### config.mk
export PLATFORM = sky130hd
export DESIGN_NAME = seq_detect_sched
export DESIGN_NICKNAME = d
export VERILOG_FILES = /design/src/rtl/seq_detect_sched.sv
export SDC_FILE = /design/constraint.sdc
export NUM_CORES = 1
export LEC_CHECK = 0
export CAP_MARGIN = 20
export CORE_ASPECT_RATIO = 0.9
export CORE_UTILIZATION = 30
export DETAILED_ROUTE_END_ITERATION = 6
export RECOVER_POWER = 100
export SYNTH_ARGS = -nofsm -noshare
export SYNTH_HDL_FRONTEND = slang
export SYNTH_SLANG_ARGS = --single-unit
### constraint.sdc
create_clock -name clk -period 4.4 [get_ports clk]
set_input_delay 0.88 -clock clk [delete_from_list [all_inputs] [get_ports clk]]
set_output_delay 0.88 -clock clk [all_outputs]
set_load 0.03 [all_outputs]
### src/rtl/seq_detect_sched.sv
// seq_detect_sched: round-robin front end that time-shares one external
// 01110 sequence detector between two requesters. Each granted word is
// streamed MSB-first as {A,B} pairs. Detector hits are counted with
// saturation, and the count is returned with the owner's id.
module seq_detect_sched #(
  parameter int WORD_WIDTH = 16,
  parameter int CNT_WIDTH  = 4
) (
  input  logic                  clk,
  input  logic                  clr,
  input  logic                  req0_valid,
  input  logic [WORD_WIDTH-1:0] req0_data,
  output logic                  req0_ready,
  input  logic                  req1_valid,
  input  logic [WORD_WIDTH-1:0] req1_data,
  output logic                  req1_ready,
  output logic                  det_clr,
  output logic                  det_a,
  output logic                  det_b,
  input  logic                  det_z,
  output logic                  done_valid,
  output logic                  done_id,
  output logic [CNT_WIDTH-1:0]  done_count,
  input  logic                  done_ready
);

  localparam int N  = WORD_WIDTH / 2;
  localparam int PW = (N > 1) ? $clog2(N) : 1;

  typedef enum logic [2:0] {IDLE, CLEAR, SHIFT, DRAIN, DONE} state_t;

  state_t                state_q, state_d;
  logic                  prio_q;    // 0: req0 wins a tie, 1: req1 wins a tie
  logic [WORD_WIDTH-1:0] sr_q;
  logic                  id_q;
  logic [CNT_WIDTH-1:0]  cnt_q;
  logic [PW-1:0]         pair_q;    // SHIFT cycle index, 0-based
  logic                  grant0, grant1, hs, last_pair, sat;

  // Round-robin grant; ready depends combinationally on valid and the pointer
  always_comb begin
    grant0 = req0_valid && (!req1_valid || !prio_q);
    grant1 = req1_valid && (!req0_valid ||  prio_q);
  end

  assign req0_ready = !clr && (state_q == IDLE) && grant0;
  assign req1_ready = !clr && (state_q == IDLE) && grant1;
  assign hs         = req0_ready || req1_ready;
  assign last_pair  = (pair_q == PW'(N - 1));
  assign sat        = &cnt_q;
  assign done_id    = id_q;
  assign done_count = cnt_q;

  // Next-state logic
  always_comb begin
    state_d = state_q;
    case (state_q)
      IDLE:    if (hs) state_d = CLEAR;
      CLEAR:   state_d = SHIFT;
      SHIFT:   if (last_pair) state_d = DRAIN;
      DRAIN:   state_d = DONE;
      DONE:    if (done_ready) state_d = IDLE;
      default: state_d = IDLE;
    endcase
  end

  // State, arbitration pointer and registered status outputs
  always_ff @(posedge clk or posedge clr) begin
    if (clr) begin
      state_q    <= IDLE;
      prio_q     <= 1'b0;
      det_clr    <= 1'b0;
      done_valid <= 1'b0;
    end else begin
      state_q    <= state_d;
      det_clr    <= (state_d != CLEAR);
      done_valid <= (state_d == DONE);
      if (state_q == DONE && done_ready) prio_q <= ~id_q;
    end
  end

  // Job datapath: capture, pair streaming and saturating hit count.
  // The pair driven during SHIFT cycle k is loaded at the edge ending the
  // previous cycle, so CLEAR preloads pair 1 and the last SHIFT cycle idles
  // the detector inputs.
  always_ff @(posedge clk or posedge clr) begin
    if (clr) begin
      sr_q   <= '0;
      id_q   <= 1'b0;
      cnt_q  <= '0;
      pair_q <= '0;
      det_a  <= 1'b0;
      det_b  <= 1'b0;
    end else begin
      det_a <= 1'b0;
      det_b <= 1'b0;
      case (state_q)
        IDLE: begin
          if (hs) begin
            sr_q  <= req1_ready ? req1_data : req0_data;
            id_q  <= req1_ready;
            cnt_q <= '0;
          end
        end
        CLEAR: begin
          pair_q <= '0;
          det_a  <= sr_q[WORD_WIDTH-1];
          det_b  <= sr_q[WORD_WIDTH-2];
          sr_q   <= sr_q << 2;
        end
        SHIFT: begin
          pair_q <= pair_q + PW'(1);
          if (!last_pair) begin
            det_a <= sr_q[WORD_WIDTH-1];
            det_b <= sr_q[WORD_WIDTH-2];
            sr_q  <= sr_q << 2;
          end
          // z seen in SHIFT cycle 1 reflects the cleared detector only
          if (pair_q != '0 && det_z && !sat) cnt_q <= cnt_q + CNT_WIDTH'(1);
        end
        DRAIN: begin
          // catches a match completed by the final pair
          if (det_z && !sat) cnt_q <= cnt_q + CNT_WIDTH'(1);
        end
        default: ;
      endcase
    end
  end

endmodule

==> key figures, run 1 <==
Outcome
  – Outcome: complete, but fails checks
  – Failing checks: max-capacitance violations, max-slew violations

Yosys
  – Cell Area, Synth: 1790 µm²
  – Mean post-synth cell area: 9.00 µm²
  – Mapped Nets: 241
  – Synth top area share: 44.7%
  – EDFF count, synth: 0
  – Seq/Total Area, Yosys: 44.7%
  – Ys async rst share: 100%
  – Yosys warning count: 0
  – Syn Inst Count: 199
  – Synth unique cells: 32
  – Main synth FF type: dfrtp_1
  – Largest cells by area after synthesis: dfrtp_1 (45%), nand2_1 (7.5%), o31ai_1 (5.9%), nor3_1 (4.5%), a211oi_2 (4.2%)
  – Area leader, netlist: dfrtp_1
  – Synthesized flop and latch total: 32

Drt
  – DRC errors left: 0
  – Post-DR wirelength/cell: 13.4 µm
  – Total Wirelength: 4240 µm
  – Routed vias: 1560
  – DR iter-0 viols: 107
  – Post-DRT Antenna Nets: 0
  – Pre-antenna DRT Iters: 4
  – Via density: 4.94

STA
  – Worst Slack Setup Final: 0.503 ns
  – Tcrit/Tclk final: 88.6%
  – Final setup violation count: 0
  – Min Tclk post-route: 3.90 ns
  – Setup TNS: 0 ns
  – Slew Limit Fails: 48
  – Least-Margin Pin Slew: 1.74 ns
  – F_max: 257 MHz
  – Max-Slew Margin vs Limit: -16.2%
  – Worst hold margin: 0.472 ns
  – Unrepaired setup endpoints after global routing: no
  – Clk_skew: 0.00564 ns
  – Final hold vios: 0

Place
  – DP Worst Slack: 0.683 ns
  – Buffers on Ports: 48
  – Post-placement cell area: 2330 µm²
  – Post-DP HPWL: 2940 µm
  – Final GP Congestion: 0.706

Final layout
  – Ratio of cells with drive above 1 in the final layout: 7.32%
  – Area Overhead vs Synth: 34.0%
  – Final net count: 287
  – Final instance area: 2400 µm²
  – # diodes: 0

Worst hold path
  – Worst Hold Path EP: sr_q[14]
  – Worst hold path stage count: 2
  – Worst hold start: sr_q[14]
  – Worst Hold Class: reg2reg

Global route
  – Global-route wire length before repair: 7120 µm
  – Largest net degree at the start of global routing: 33
  – GR Overflow Total: 0
  – Vias in the first global route: 1482
  – Initial antenna violation count: 0
  – Gr usage total: 14.5%

Floorplan
  – Die area: 6280 µm²
  – Initial core utilization: 31.3%
  – # IOs: 49
  – Die W: 83.4 µm
  – Row count: 26
  – Die H: 75.3 µm
  – Core Region: 5730 µm²

Clock tree
  – CTS clk-pin slew, worst paths: 0.06 ns
  – Post-CTS Setup Bufs: 0
  – Sink Count: 32
  – CTS Buf Count: 5
  – Clock tree buffer depth: 2
  – Cts repair resizes: 0
  – Clock Latency Late Sink: 0.28 ns
  – H-tree depth: 2
  – # hold bufs at CTS: 0
  – CTS root buf: clkbuf_8
  – CTS tree: done

Power and ir drop
  – Maximum VDD drop: 0.000271 V
  – Static Leak: 1.03 nW
  – Pwr dens: 597 nW/µm²

Critical path
  – Reg2Reg Depth: 6
  – R2R Setup Slk: 1.74 ns
  – Worst Path Max Fanout: 3
  – Crit end category: primary output
  – Crit path DAT: 3.02 ns
  – Crit Reg-Reg Endpoint: sr_q[12]
  – Startpoint Class: input port
  – R2R Path Start: state_q[1]
  – WS Path Type: in2out
  – Worst EP required: 3.52 ns

Job
  – Max-cap violations: 2
## layout by cell type, fill, tap and decap left out
| cell | count |
|---|---|
| or3b_2 | 1 |
| nor2_1 | 17 |
| o21ai_0 | 8 |
| nand3b_1 | 1 |
| inv_1 | 8 |
| ha_1 | 4 |
| a211oi_2 | 6 |
| dfrtp_1 | 32 |
| clkbuf_8 | 6 |
| a22o_1 | 5 |
| dlygate4sd3_1 | 13 |
| nor3b_1 | 4 |
| nor2b_1 | 2 |
| o21a_1 | 1 |
| nand4_1 | 1 |
| or3b_1 | 1 |
| clkdlybuf4s50_1 | 34 |
| mux2i_1 | 3 |
| or4_1 | 1 |
| mux2_2 | 1 |
| a311o_1 | 2 |
| clkbuf_1 | 5 |
| a21o_1 | 1 |
| nand2b_1 | 2 |
| a211oi_1 | 9 |
| buf_4 | 4 |
| nor3_1 | 16 |
| nand3_1 | 5 |
| o21ba_1 | 1 |
| o31ai_1 | 14 |
| nand2_1 | 36 |
| o311ai_1 | 1 |
| o21ai_1 | 1 |
## power breakdown
group	switching, mW	total, mW	leakage [nW]	internal (mW)
sequential	0.0966	0.521	0.403	0.425
combinational	0.397	0.685	0.583	0.288
clock	0.101	0.228	0.0455	0.127
## layout make-up
type	instances	area, µm²
flip-flops and latches	32	801
inverters	8	30.0
fillers	581	3330
repair buffers	54	512
clock buffers	8	90.1
multi-input cells	144	880
well taps	70	87.6
## cells in the mapped netlist (3+ instances only)
cell type	number
nand2_1	36
dfrtp_1	32
nor2_1	17
nor3_1	16
o31ai_1	14
clkbuf_1	10
a211oi_1	9
inv_1	8
o21ai_0	8
a211oi_2	6
a22o_1	5
nand3_1	5
ha_1	4
nor3b_1	4
buf_6	3
mux2i_1	3
## critical path, cell delays in order
cell and delay [ns]:
dlygate4sd3_1 0.58, or4_1 0.44, a211oi_1 0.33, dlygate4sd3_1 0.79
## sequential cells by signal (all words and copies together) (netlist names)
name        count
det_clr         1
state_q         3
det_a           1
det_b           1
done_id         1
done_count      4
prio_q          1
pair_q          3
done_valid      1
sr_q           16
## stage by stage
step	instances	util, %	total power, mW
4_1_cts	316	42.2	1.47
3_3_place_gp	308	40.7	1.22
5_1_grt	316	41.9	1.57
3_5_place_dp	308	40.7	1.24
6_report	316	41.9	1.43
2_1_floorplan	199	-	1.03
## metal layers
| layer | routed length [µm] | up-vias | global-route usage, % |
|---|---|---|---|
| met2 | 1790 | 44 | 21.9 |
| met1 | 2180 | 711 | 20.8 |
| met5 | 0 | - | 0 |
| met4 | 35 | 0 | 3.95 |
| li1 | - | 800 | - |
| met3 | 232 | 5 | 3.68 |
## cells by family after synthesis
family | count (synthesis) | share of synthesized area (%)
mux | 4 | 2.31
flops | 32 | 44.7
simple gates | 87 | 22.2
compound gates | 49 | 21.8
buf+inv | 23 | 6.15
fa+ha+maj | 4 | 2.80
## worst max path at each step
stage          slack [ns]         end  startpoint
6_report             0.50  req0_ready         clr
5_1_grt              0.37    sr_q[12]  req1_valid
4_1_cts              0.68  req0_ready         clr
3_5_place_dp         0.68  req0_ready         clr
3_3_place_gp         0.68  req0_ready         clr
2_1_floorplan        1.11  req0_ready         clr
No activity file was read; power rests on OpenSTA's default activity.
==> inputs of run 2 (changes only) <==
Settings changed: CTS_BUF_LIST set to sky130_fd_sc_hd__clkbuf_16, TNS_END_PERCENT set to 100.
==> run 2 against run 1 <==
Effect of this change:
- via count increased by 1.7%
- global-route usage is essentially flat
- setup slack improved by 0.0090 ns
- design area up 1.9%
- hold slack lost 0.0011 ns
- total power increased by 6.1%
- the run still ends with max-capacitance violations, max-slew violations left
- first-iteration DRC count shrank 8.4%
- register-to-register slack about the same
- highest routed layer unchanged
- critical endpoint unchanged
- clock power is 38% higher
==> key figures, run 2 (synthesis gave the netlist of run 1 again) <==
Critical path
  – Stages on the worst setup path: 4
  – Crit path DAT: 3.01 ns
  – Crit end category: primary output
  – Critical Path End: req0_ready
  – Critical Path Start: clr
  – Ordered list of cells on the worst path: dlygate4sd3_1 -> or4_1 -> a211oi_1 -> dlygate4sd3_1
  – Delay-heaviest family, CP: buffers and inverters
  – Startpoint Class: input port
  – Crit Reg-Reg Endpoint: sr_q[12]
  – WP buf/inv: 2
  – WS Path Type: in2out
  – Reg2Reg Depth: 6
  – Worst Path Max Fanout: 3
  – Most common cell on crit path: dlygate4sd3_1
  – Slowest cell on crit path: dlygate4sd3_1
  – Worst EP required: 3.52 ns
  – CP peak stage delay: 0.79 ns
  – R2R Setup Slk: 1.75 ns
  – R2R Path Start: state_q[1]

Place
  – Final GP Congestion: 0.706
  – Post-DP HPWL: 2940 µm
  – Buffers on Ports: 48

STA
  – Final setup violation count: 0
  – Min Tclk post-route: 3.89 ns
  – Least-Margin Pin Slew: 1.72 ns
  – Clk_skew: 0.00332 ns
  – F_max: 257 MHz
  – Tcrit/Tclk final: 88.4%
  – Setup TNS: 0 ns
  – Unrepaired setup endpoints after global routing: no
  – Final hold vios: 0
  – Max-Slew Margin vs Limit: -14.8%
  – Slew Limit Fails: 48

Power and ir drop
  – Pwr dens: 622 nW/µm²
  – Design Power: 1.52 mW
  – Maximum VDD drop: 0.000292 V
  – Static Leak: 1.06 nW

Drt
  – Total Wirelength: 4240 µm
  – Post-DRT Antenna Nets: 0
  – DRC errors left: 0
  – Pre-antenna DRT Iters: 4
  – Via density: 5.02
  – Post-DR wirelength/cell: 13.4 µm
  – Routed vias: 1586
  – DR iter-0 viols: 98

Clock tree
  – # hold bufs at CTS: 0
  – Cts repair resizes: 0
  – Clock tree buffer depth: 2
  – CTS tree: done
  – H-tree depth: 2
  – Clock Latency Late Sink: 0.27 ns
  – CTS clk-pin slew, worst paths: 0.05 ns
  – CTS Buf Count: 5
  – Sink Count: 32
  – CTS root buf: clkbuf_16
  – Post-CTS Setup Bufs: 0

Final layout
  – Largest register FFs: 16
  – Commonest non-fill, non-tap cell in the layout: nand2_1
  – Register with the most flip-flops: sr_q
  – Most frequent cells in the layout: nand2_1 (36), clkdlybuf4s50_1 (34), dfrtp_1 (32)
  – Ratio of cells with drive above 1 in the final layout: 6.91%
  – Final net count: 287
  – Area Overhead vs Synth: 36.6%
  – # diodes: 0

Global route
  – GR Overflow Total: 0
  – Initial antenna violation count: 0
  – Vias in the first global route: 1486
  – Gr usage total: 14.4%
  – Largest net degree at the start of global routing: 33
  – Global-route wire length before repair: 7150 µm

Outcome
  – Failing checks: max-capacitance violations, max-slew violations
  – Outcome: complete, but fails checks

Floorplan
  – # IOs: 49
  – Die W: 83.4 µm
  – Die area: 6280 µm²
  – Die H: 75.3 µm
  – Core Region: 5730 µm²
  – Initial core utilization: 31.3%
  – Row count: 26

Worst hold path
  – Worst Hold Class: reg2reg

Job
  – Max-cap violations: 2
==> run 2: cell count changes in the layout (fill, tap and decap cells not counted) <==
cell and change:
clkbuf_8 -6, clkbuf_16 +5, clkbuf_1 -2, inv_1 +2, clkinv_1 +1
==> run 2: cell type report <==
type | count | area (µm²)
multi-input combinational | 144 | 880
sequential | 32 | 801
clock buffer | 5 | 125
timing repair buffer | 54 | 512
fill | 580 | 3280
clock inverter | 3 | 11.3
tap | 70 | 87.6
inverter | 8 | 30.0
==> run 2: per-stage QoR <==
stage	instance area [µm²]	setup slack (ns)	instances	hold slack (ns)	utilization (%)
after global placement	2330	0.679	308	0.460	40.7
after floorplan	1790	1.11	199	0.440	-
after detailed placement	2330	0.683	308	0.463	40.7
after CTS	2460	0.677	316	0.473	43.1
after global routing	2450	0.359	316	0.493	42.7
final	2450	0.512	316	0.471	42.7
==> run 2: worst min-delay path, cell delays in order (launching register included) <==
cell and delay, ns:
dfrtp_1 0.33, nand2_1 0.05, o31ai_1 0.05
==> run 2: how the worst min path moves through the flow <==
stage	from	end	slack, ns	depth (start not counted)
floorplan	sr_q[14]	sr_q[14]	0.44	2
global placement	sr_q[14]	sr_q[14]	0.46	2
detailed placement	sr_q[14]	sr_q[14]	0.46	2
CTS	sr_q[14]	sr_q[14]	0.47	2
global route	sr_q[14]	sr_q[14]	0.49	2
finish	sr_q[14]	sr_q[14]	0.47	2
==> run 2: where the power goes <==
part           internal [mW]  switching [mW]
sequential             0.425          0.0966
clock                  0.203           0.111
combinational          0.288           0.397
total                  0.916           0.605
==> run 2: metal layers <==
metal  routed length (µm)  GRT usage, %  part of all wire (%)
met5                    0             0                     0
met4                   31          4.52                  0.73
met3                  236          3.36                   5.6
met2                 1840          21.9                    44
met1                 2130          20.7                    50
==> inputs of run 3 (changes only) <==
Settings changed: ABC_CLOCK_PERIOD_IN_PS set to 4400.
==> results of run 3 <==
The final DEF is identical to that of run 2; final timing and power are the same.
